--- src/rtl/dmem_dump_arbiter_pkg.sv ---
// Shared constants and types for the data-RAM dump arbiter.
//   DataW     : data RAM word width
//   RamDepth  : data RAM depth in words
//   RamAddrW  : data RAM word-address width
//   dump_state_e : arbiter FSM states
package dmem_dump_arbiter_pkg;

  localparam int unsigned DataW    = 32;
  localparam int unsigned RamDepth = 2048;
  localparam int unsigned RamAddrW = $clog2(RamDepth);

  typedef enum logic [2:0] {
    StIdle,
    StIssue,
    StCapture,
    StHold,
    StDone
  } dump_state_e;

endpackage

--- src/rtl/dmem_dump_arbiter.sv ---
// Owns the single port of the data RAM and shares it between the MEM stage and the
// debug unit. In idle the pipeline drives the RAM combinationally. Once halted, a
// dump request takes the port, reads a contiguous word range (wrapping at the top
// of the RAM) and streams each word out on a valid/ready handshake.
//
// Ports:
//   clk, reset           : clock, asynchronous active-low reset
//   halt_flag            : pipeline halted; gates dump acceptance only
//   pipe_*               : MEM-stage RAM request and read data (pipe_stall while dumping)
//   dump_start/base/count: one-cycle dump request, first word, word count (0..2048)
//   dump_busy/dump_done  : dump in progress / one-cycle completion pulse
//   dbg_valid/ready/data/last : word stream to the debug unit
//   ram_*                : RAM port (1-cycle read latency)
module dmem_dump_arbiter
  import dmem_dump_arbiter_pkg::*;
#(
  parameter int unsigned len    = DataW,
  parameter int unsigned ADDR_W = RamAddrW
) (
  input  logic              clk,
  input  logic              reset,
  input  logic              halt_flag,
  input  logic [ADDR_W-1:0] pipe_addr,
  input  logic [len-1:0]    pipe_wdata,
  input  logic              pipe_we,
  input  logic              pipe_re,
  output logic [len-1:0]    pipe_rdata,
  output logic              pipe_stall,
  input  logic              dump_start,
  input  logic [ADDR_W-1:0] dump_base,
  input  logic [ADDR_W:0]   dump_count,
  output logic              dump_busy,
  output logic              dump_done,
  output logic              dbg_valid,
  input  logic              dbg_ready,
  output logic [len-1:0]    dbg_data,
  output logic              dbg_last,
  output logic [ADDR_W-1:0] ram_addr,
  output logic [len-1:0]    ram_din,
  output logic              ram_we,
  output logic              ram_en,
  input  logic [len-1:0]    ram_dout
);

  dump_state_e       state_q, state_d;
  logic [ADDR_W-1:0] ptr_q, ptr_d;
  logic [ADDR_W:0]   remaining_q, remaining_d;
  logic [len-1:0]    dbg_data_q, dbg_data_d;
  logic              dbg_valid_q, dbg_valid_d;
  logic              dbg_last_q, dbg_last_d;

  logic last_word;
  assign last_word = (remaining_q == (ADDR_W+1)'(1));

  always_ff @(posedge clk or negedge reset) begin
    if (!reset) begin
      state_q     <= StIdle;
      ptr_q       <= '0;
      remaining_q <= '0;
      dbg_data_q  <= '0;
      dbg_valid_q <= 1'b0;
      dbg_last_q  <= 1'b0;
    end else begin
      state_q     <= state_d;
      ptr_q       <= ptr_d;
      remaining_q <= remaining_d;
      dbg_data_q  <= dbg_data_d;
      dbg_valid_q <= dbg_valid_d;
      dbg_last_q  <= dbg_last_d;
    end
  end

  always_comb begin
    state_d     = state_q;
    ptr_d       = ptr_q;
    remaining_d = remaining_q;
    dbg_data_d  = dbg_data_q;
    dbg_valid_d = dbg_valid_q;
    dbg_last_d  = dbg_last_q;

    // Dump owns the port by default; idle hands it back to the pipeline.
    ram_addr   = ptr_q;
    ram_din    = '0;
    ram_we     = 1'b0;
    ram_en     = 1'b0;
    pipe_stall = 1'b1;
    dump_busy  = 1'b1;
    dump_done  = 1'b0;

    unique case (state_q)
      StIdle: begin
        ram_addr   = pipe_addr;
        ram_din    = pipe_wdata;
        ram_we     = pipe_we;
        ram_en     = pipe_re | pipe_we;
        pipe_stall = 1'b0;
        dump_busy  = 1'b0;
        if (dump_start && halt_flag) begin
          ptr_d       = dump_base;
          remaining_d = dump_count;
          state_d     = (dump_count == '0) ? StDone : StIssue;
        end
      end
      StIssue: begin
        ram_en  = 1'b1;
        state_d = StCapture;
      end
      StCapture: begin
        dbg_data_d  = ram_dout;
        dbg_valid_d = 1'b1;
        dbg_last_d  = last_word;
        state_d     = StHold;
      end
      StHold: begin
        if (dbg_ready) begin
          dbg_valid_d = 1'b0;
          ptr_d       = ptr_q + ADDR_W'(1);  // wraps at the top of the RAM
          remaining_d = remaining_q - (ADDR_W+1)'(1);
          state_d     = last_word ? StDone : StIssue;
        end
      end
      StDone: begin
        dump_done = 1'b1;
        state_d   = StIdle;
      end
      default: state_d = StIdle;
    endcase
  end

  assign pipe_rdata = ram_dout;
  assign dbg_data   = dbg_data_q;
  assign dbg_valid  = dbg_valid_q;
  assign dbg_last   = dbg_last_q;

endmodule

--- config.mk ---
export PLATFORM = sky130hd
export DESIGN_NAME = dmem_dump_arbiter
export DESIGN_NICKNAME = d
export VERILOG_FILES = /design/src/rtl/dmem_dump_arbiter_pkg.sv /design/src/rtl/dmem_dump_arbiter.sv
export SDC_FILE = /design/constraint.sdc
export NUM_CORES = 1
export LEC_CHECK = 0
export CORE_ASPECT_RATIO = 0.5
export CORE_MARGIN = 3
export CORE_UTILIZATION = 25
export DETAILED_ROUTE_END_ITERATION = 6
export GPL_TIMING_DRIVEN = 0
export PLACE_DENSITY_LB_ADDON = 0.25
export SKIP_LAST_GASP = 1
export SLEW_MARGIN = 15
export SYNTH_ARGS = -nofsm -noshare
export SYNTH_HDL_FRONTEND = slang
export SYNTH_SLANG_ARGS = --single-unit
--- constraint.sdc ---
create_clock -name clk -period 4 [get_ports clk]
set_clock_uncertainty 0.2 [all_clocks]
set_input_delay 1 -clock clk [delete_from_list [all_inputs] [get_ports clk]]
set_output_delay 1 -clock clk [all_outputs]
set_load 0.02 [all_outputs]
Yosys cells after proc, flatten, opt, wreduce, memory -nomap -nowiden
Index checks and enable logic that the tools add are counted.
- bits in registers: 60
- input bits: 105
- output and inout port bits: 114
- logic and storage cells: 43
- $add $sub $neg: 2
- equality and inequality tests: 7
- mux-type cells: 19
- bitwise logic cells: 1
- reductions and logical operators: 8
- operators by type and width (operator ; count):
    two-way mux 11 bit ; 3
    two-way mux 32 bit ; 1
    two-way mux 12 bit ; 2
    case mux 12 bit (2 select lines) ; 1
    case mux 11 bit (2 select lines) ; 1
    equality test 12 x 1 -> 1 bit (second input constant) ; 1
    logical NOT 12 bit ; 1
    two-way mux 3 bit ; 4
    case mux 3 bit (4 select lines) ; 1
    subtractor 12 x 1 -> 12 bit (second input constant) ; 1
    adder 11 x 1 -> 11 bit (second input constant) ; 1
    equality test 3 x 2 -> 1 bit (second input constant) ; 2
    two-way mux 1 bit ; 4
    inequality test 2 bit (second input constant) ; 2
    case mux 1 bit (2 select lines) ; 2
    AND reduction 2 bit ; 2
    nonzero test 2 bit ; 2
    equality test 3 x 1 -> 1 bit (second input constant) ; 1
    equality test 3 bit (second input constant) ; 1
    logical NOT 3 bit ; 1
    AND reduction 3 bit ; 1
    logical AND 1 bit ; 1
    bitwise OR 1 bit ; 1

Logic depth before layout (Yosys ltp)
Gate-level depths: netlist of the first run.
- word-level depth: 4
- gate-level depth with buffers: 7
- depth with buffers taken out: 6

Worst setup path before layout of the first run
No wires, ideal clock.
- kind: input to output
- from: in pipe_we
- to: out ram_en
- arrival: 1.493 ns
- data required time: 2.800 ns
- path slack: 1.307 ns
- stages on the path: 2
- path buffers: 0
- path through: nor3_1 nor3_1
- cells in the longest elaborated chain, start to end: 2
- RTL lines (what ; line ; RTL):
    from (decl) ; dmem_dump_arbiter.sv:25 ; input logic pipe_we,
    bitwise OR 1 bit ; dmem_dump_arbiter.sv:95 ; ram_en = pipe_re | pipe_we;
    case mux 1 bit (2 select lines) ; dmem_dump_arbiter.sv:90 ; unique case (state_q)
    to (decl) ; dmem_dump_arbiter.sv:41 ; output logic ram_en,
Every way passes these cells.

Final worst setup path of the first run
- from: reg state_q[1]
- to: out ram_din[21]
- cells in the longest elaborated chain, start to end: 2
- RTL lines (what ; line ; RTL):
    from (decl) ; dmem_dump_arbiter.sv:45 ; dump_state_e state_q, state_d;
    from (signal assigned) ; dmem_dump_arbiter.sv:57 ; state_q <= StIdle;
    from (signal assigned) ; dmem_dump_arbiter.sv:64 ; state_q <= state_d;
    logical NOT 3 bit ; dmem_dump_arbiter.sv:90 ;
    two-way mux 32 bit ; dmem_dump_arbiter.sv:90 ;
    to (decl) ; dmem_dump_arbiter.sv:39 ; output logic [len-1:0] ram_din,
Every way passes these cells.

==> results of run 1 <==
## logic make-up after synthesis
kind of cell,after synthesis,share of synthesized area [%]
AO/OA/AOI/OAI,64,12.0
flip-flops,60,42.1
adder cells (fa/ha/maj),3,1.05
AND/OR/NAND/NOR,151,22.9
buffers and inverters,63,10.7
multiplexers,36,11.3
## area by class of cell
class	instances	area share, %
Clock inverter	6	1.40
Clock buffer	10	3.62
Sequential cell	60	23.7
Buffer	56	5.64
Timing Repair Buffer	218	34.7
Tap cell	192	3.80
Multi-Input combinational cell	254	26.6
Inverter	7	0.415
## flip-flops by register name (all words and copies together), names as in the netlist
register / count
ptr_q: 11
dbg_data: 32
remaining_q: 12
state_q: 3
dbg_valid: 1
dbg_last: 1
## metrics by stage
step                util, %  hold WS [ns]  setup TNS (ns)
floorplan                 -         0.272               0
global placement       43.5         0.261          -24.91
detailed placement     43.7         0.274               0
CTS                    46.0         0.286               0
global route           46.0         0.304               0
finish                 46.0         0.283               0
## cell usage after synthesis (8+ instances only)
cell / instances
buf_2: 9
nand2_1: 53
nand3_1: 8
nor2_1: 20
clkbuf_1: 10
o21ai_0: 11
buf_4: 34
dfrtp_1: 60
mux2_1: 13
and2_1: 34
a21oi_1: 17
mux2_2: 20
## worst reg2reg max path: stages, from the launching register on
cell	delay (ns)
dfrtp_1	0.33
buf_2	0.22
nand3_1	0.11
a21oi_1	0.21
clkbuf_1	0.43
clkbuf_1	0.48
a22oi_1	0.17
## worst paths after layout
path | from | end | cells past startpoint
max | state_q[1]$_DFFE_PN0P_ | ram_din[21] | 6
min | dbg_data[26]$_DFFE_PN0P_ | dbg_data[26]$_DFFE_PN0P_ | 1
max reg2reg | state_q[0]$_DFFE_PN0P_ | ptr_q[2]$_DFFE_PN0P_ | 6
min reg2reg | dbg_data[26]$_DFFE_PN0P_ | dbg_data[26]$_DFFE_PN0P_ | 1
max in group asynchronous | reset | dbg_data[26]$_DFFE_PN0P_ | 2
min in group asynchronous | reset | remaining_q[2]$_DFFE_PN0P_ | 1
## power by group
part	total (mW)	internal (mW)	switching [mW]	leakage [nW]
clock	0.828	0.545	0.283	0.149
combinational	2.41	1.16	1.25	1.75
sequential	1.10	0.898	0.206	0.706
total	4.35	2.61	1.74	2.61
## metal layers
layer | wire length, um | vias up | share of wire [%]
met5 | 0 | - | 0
met3 | 577 | 11 | 4.8
met4 | 164 | 0 | 1.4
met1 | 5510 | 1664 | 46
li1 | - | 1753 | -
met2 | 5850 | 91 | 48
==> run metrics, run 1 <==
first-pass GRT wire length just under 20 mm; Die H 90.5 um; crit path max fanout 10; final period utilization 95.7%; wire per inst about 15 um; Via density 4.38; htree depth 3; most used cell, CP buf_2; Max Cap Violations 0; clock sink count 60; total power draw about 4.3 mW; Reg clk slew, reported paths 0.05 ns; startpoint types flip-flop; Setup WS post-layout ~0.17 ns; die area 15,800 um2; Final ANT Viol Nets 0; largest net degree at the start of global routing 51; worst reg2reg setup slack 1.71 ns; Crit path largest cell delay 0.62 ns; Hold Crit Class flip-flop to flip-flop; syn_area_per_cell 9.47 um2; initial antenna violation count 0; YS warnings 0; layout cells sized above 1 between 10% and 20%; final std cells w/o fill roughly 800; post-layout min period 3.83 ns; cts hold-fix bufs 0; Critical Path AT 2.63 ns; total CTS buffers 9; commonest non-fill, non-tap cells in the layout clkdlybuf4s50_1 (216), dfrtp_1 (60), nand2_1 (53); Cell variety after synth 57; Top Usage Layer GRT met2; Starting Density around a quarter; Worst Setup End Kind output port; achievable clock frequency 261 MHz; # diodes 0; share of the synthesized area in the top cell type between 40% and 50%; Fillers 1,329; Root Driver clkbuf_16; met3 Use GR 3.90%; met1 usage a little under a fifth; Layout Nets 714; leading area contributor after synthesis dfrtp_1; worst vdd ir 0.000206 V; delay-heaviest family, CP buffers and inverters; DR pass1 iterations 5; Seq/Total Area, Yosys 42.1%; DRT iter0 DRCs 142; worst-margin pin slew 0.869 ns; Ports 219; grt ovf 0; port bufs 217; Async S/R FF share, synth 100%; All-Layer GR Usage 15.2%; CP bufs+invs 4; TritonCTS clock tree yes; area of the multi-input gates 1690 um2; wirelength, routed 12.1 mm; hpwl dp 9.50 mm; Max Slew Vio Count 0; max_slew headroom 41.5%; Clock Latency Late Sink 0.33 ns; Synth Cell Area roughly 3600 um2; # placed instances 787; FF/Latch Area approximately 1500 um2; top cells by area, synth dfrtp_1 (42%), buf_4 (7.2%), mux2_2 (6.3%), and2_1 (6.0%), nand2_1 (5.6%); EDFF count, synth 0; RePlAce Congestion 0.782; Mapped Cells 377; vias in the first global route 3,643; syn nets 485; commonest non-fill, non-tap cell in the layout clkdlybuf4s50_1; Synth-to-Final Area Change 77.2%; DIE WIDTH 175 um; Core Box Area 13,700 um2; #FFs+latches synth 60; Power Dens Cells 687 nW/um2; GRT met2 Usage 25.7%; RSZ-0062 raised after global routing false; Site Rows 30; Req. time, crit path ~2.8 ns; CTS Buffer Depth 2; slowest stage cell, crit path clkdlybuf4s50_1; DR vias 3,519; DRC Markers 0; status finished, final reports clean; CP cell instances buf_2 > nor3_2 > buf_2 > clkbuf_1 > and2_1 > clkdlybuf4s50_1; post-CTS resize count 0; pre-CTS worst setup slack 0.443 ns; P_leak 2.61 nW; kind of critical path flip-flop to output port; ys flop type dfrtp_1; Setup Buffers After CTS 0; final setup violation count 0; Hold Vio Cnt, Final 0; final instance area 6320 um2; Post-DP Area approximately 6000 um2
(Power assumes the default switching activity.)
==> inputs of run 2 (changes only) <==
Settings changed: CORE_UTILIZATION 25 to 40.
==> run 2 against run 1 <==
Critical path depth grew 1. Total power shrank 1.1%. Non-clock buffer count shrank 1. Worst hold slack lost 0.0079 ns. Utilization grew 28 points. Sequential share of layout area grew 0.55 points. Cell area shrank 2.3%. Clock power shrank 6.9%. Count of clock-buffer cells in the layout is the same. Via count grew 4.9%. Largest cell class unchanged.
==> run metrics, run 2 (synthesized netlist as in run 1, its figures left out) <==
initial antenna violation count 0 (unchanged); Post-DP Area 5880 um2 (-2.1%); Root Driver clkbuf_16; hold_ws 0.275 ns (-0.00791 ns); max FFs per register 32 (unchanged); Starting Density 42.9% (+17 points); total CTS buffers 9 (unchanged); reg2reg path depth 6 (unchanged); Hold Vio Cnt, Final 0 (unchanged); RePlAce Congestion 0.852 (+9.0%); Layout Nets 713 (-0.14%); htree depth 3 (unchanged); RSZ-0062 raised after global routing false; Max Slew Vio Count 0 (unchanged); kind of critical path flip-flop to output port; max_slew headroom 48.5% (+6.9 points); Reg clk slew, reported paths 0.05 ns (about the same); first-pass GRT wire length 18.2 mm (-6.8%); Req. time, crit path 2.80 ns (about the same); CTS Buffer Depth 2 (unchanged); Die H 72.8 um (-20%); final std cells w/o fill 722 (-10%); DR pass1 iterations 5 (unchanged); post-layout min period 3.74 ns (-0.0881 ns); worst vdd ir 0.000313 V (+52%); Power Dens Cells 695 nW/um2 (+1.2%); largest net degree at the start of global routing 61 (+20%); grt ovf 0 (unchanged); hpwl dp 9.27 mm (-2.4%); min-delay src dbg_valid$_DFFE_PN0P_; Site Rows 23 (-23%); post-CTS resize count 0 (unchanged); startpoint types flip-flop; hold worst-path end dbg_valid$_DFFE_PN0P_; die area 10,200 um2 (-36%); status finished, final reports clean; Setup Buffers After CTS 0 (unchanged); worst-margin pin slew 0.766 ns (-0.103 ns); clock sink count 60 (unchanged); R2R Path Start state_q[0]$_DFFE_PN0P_; P_leak 2.59 nW (-0.65%); hold depth 1 (unchanged); crit path max fanout 10 (unchanged); Core Box Area 8320 um2 (-39%); Critical R2R Capture ptr_q[2]$_DFFE_PN0P_; DIE WIDTH 140 um (-20%); Via density 5.11 (+17%); port bufs 217 (unchanged); layout cells sized above 1 15.1% (+0.025 points); cts hold-fix bufs 0 (unchanged); vias in the first global route 3,645 (+0.055%); DR vias 3,692 (+4.9%); final period utilization 93.5% (-2.2 points); Max Cap Violations 0 (unchanged); commonest non-fill, non-tap cell in the layout clkdlybuf4s50_1; Synth-to-Final Area Change 73.2%; Critical Path AT 2.54 ns (-0.09 ns); Clock Latency Late Sink 0.33 ns (about the same); # placed instances 706 (-10%); DRC Markers 0 (unchanged); wirelength, routed 11.7 mm (-3.1%); Ports 219 (unchanged); DRT iter0 DRCs 207 (+46%); achievable clock frequency 267 MHz (+2.4%); final setup violation count 0 (unchanged); worst reg2reg setup slack 1.63 ns (-0.08 ns); commonest non-fill, non-tap cells in the layout clkdlybuf4s50_1 (216), dfrtp_1 (60), nand2_1 (53); Fillers 609 (-54%); Worst Setup End Kind output port; Final ANT Viol Nets 0 (unchanged); All-Layer GR Usage 22.7% (+7.5 points); wire per inst 16.2 um (+7.8%); TritonCTS clock tree yes; # diodes 0 (unchanged); final instance area 6180 um2 (-2.3%); Finished Core Util 74.3% (+28 points); Hold Crit Class flip-flop to flip-flop
## run 2: where the power goes
group | switching [mW] | internal [mW]
logic | 1.25 | 1.16
registers | 0.214 | 0.898
clock network | 0.274 | 0.497
## run 2: how the worst max path moves through the flow
stage,start,endpoint,cells past startpoint
floorplan,pipe_we,ram_en,2
global placement,reset,dbg_data[15]$_DFFE_PN0P_,1
detailed placement,pipe_we,ram_en,4
CTS,state_q[1]$_DFFE_PN0P_,ram_addr[8],7
global route,state_q[1]$_DFFE_PN0P_,ram_addr[2],7
finish,state_q[1]$_DFFE_PN0P_,ram_addr[8],7
## run 2: routing by layer
layer  GRT usage (%)  vias up  routed length, um
met5               0        -                  0
met4            7.20        0                237
met3            8.57       20               1140
met2            43.2      209               6170
met1            23.7     1710               4170
li1                -     1753                  -
## run 2: cell type report
type                       count  area [um2]  area share (%)
timing repair buffer         217        2170            35.1
multi-input combinational    254        1690            27.3
sequential                    60        1500            24.3
buffer                        56         357            5.77
clock buffer                  10         239            3.87
tap                          112         140            2.27
clock inverter                 6        63.8            1.03
inverter                       7        26.3           0.425
## run 2: stage by stage
step / power (mW) / setup WS [ns] / TNS (ns)
finish: 4.30 / 0.259 / 0
global route: 4.58 / 0.0455 / 0
CTS: 4.33 / 0.225 / 0
detailed placement: 3.54 / 0.479 / 0
global placement: 3.47 / -0.235 / -13.83
floorplan: 2.48 / 1.31 / 0
## run 2: worst max-delay path, stage by stage, from the launching register on
cell	delay, ns
dfrtp_1	0.36
buf_2	0.18
nor3_2	0.26
buf_2	0.27
buf_1	0.35
nand2_1	0.10
nand2_1	0.07
clkdlybuf4s50_1	0.62
==> inputs of run 3 (changes only) <==
Settings changed: CTS_CLUSTER_SIZE set to 40.
==> results of run 3 <==
The final DEF is identical to that of run 2; final timing and power are the same.
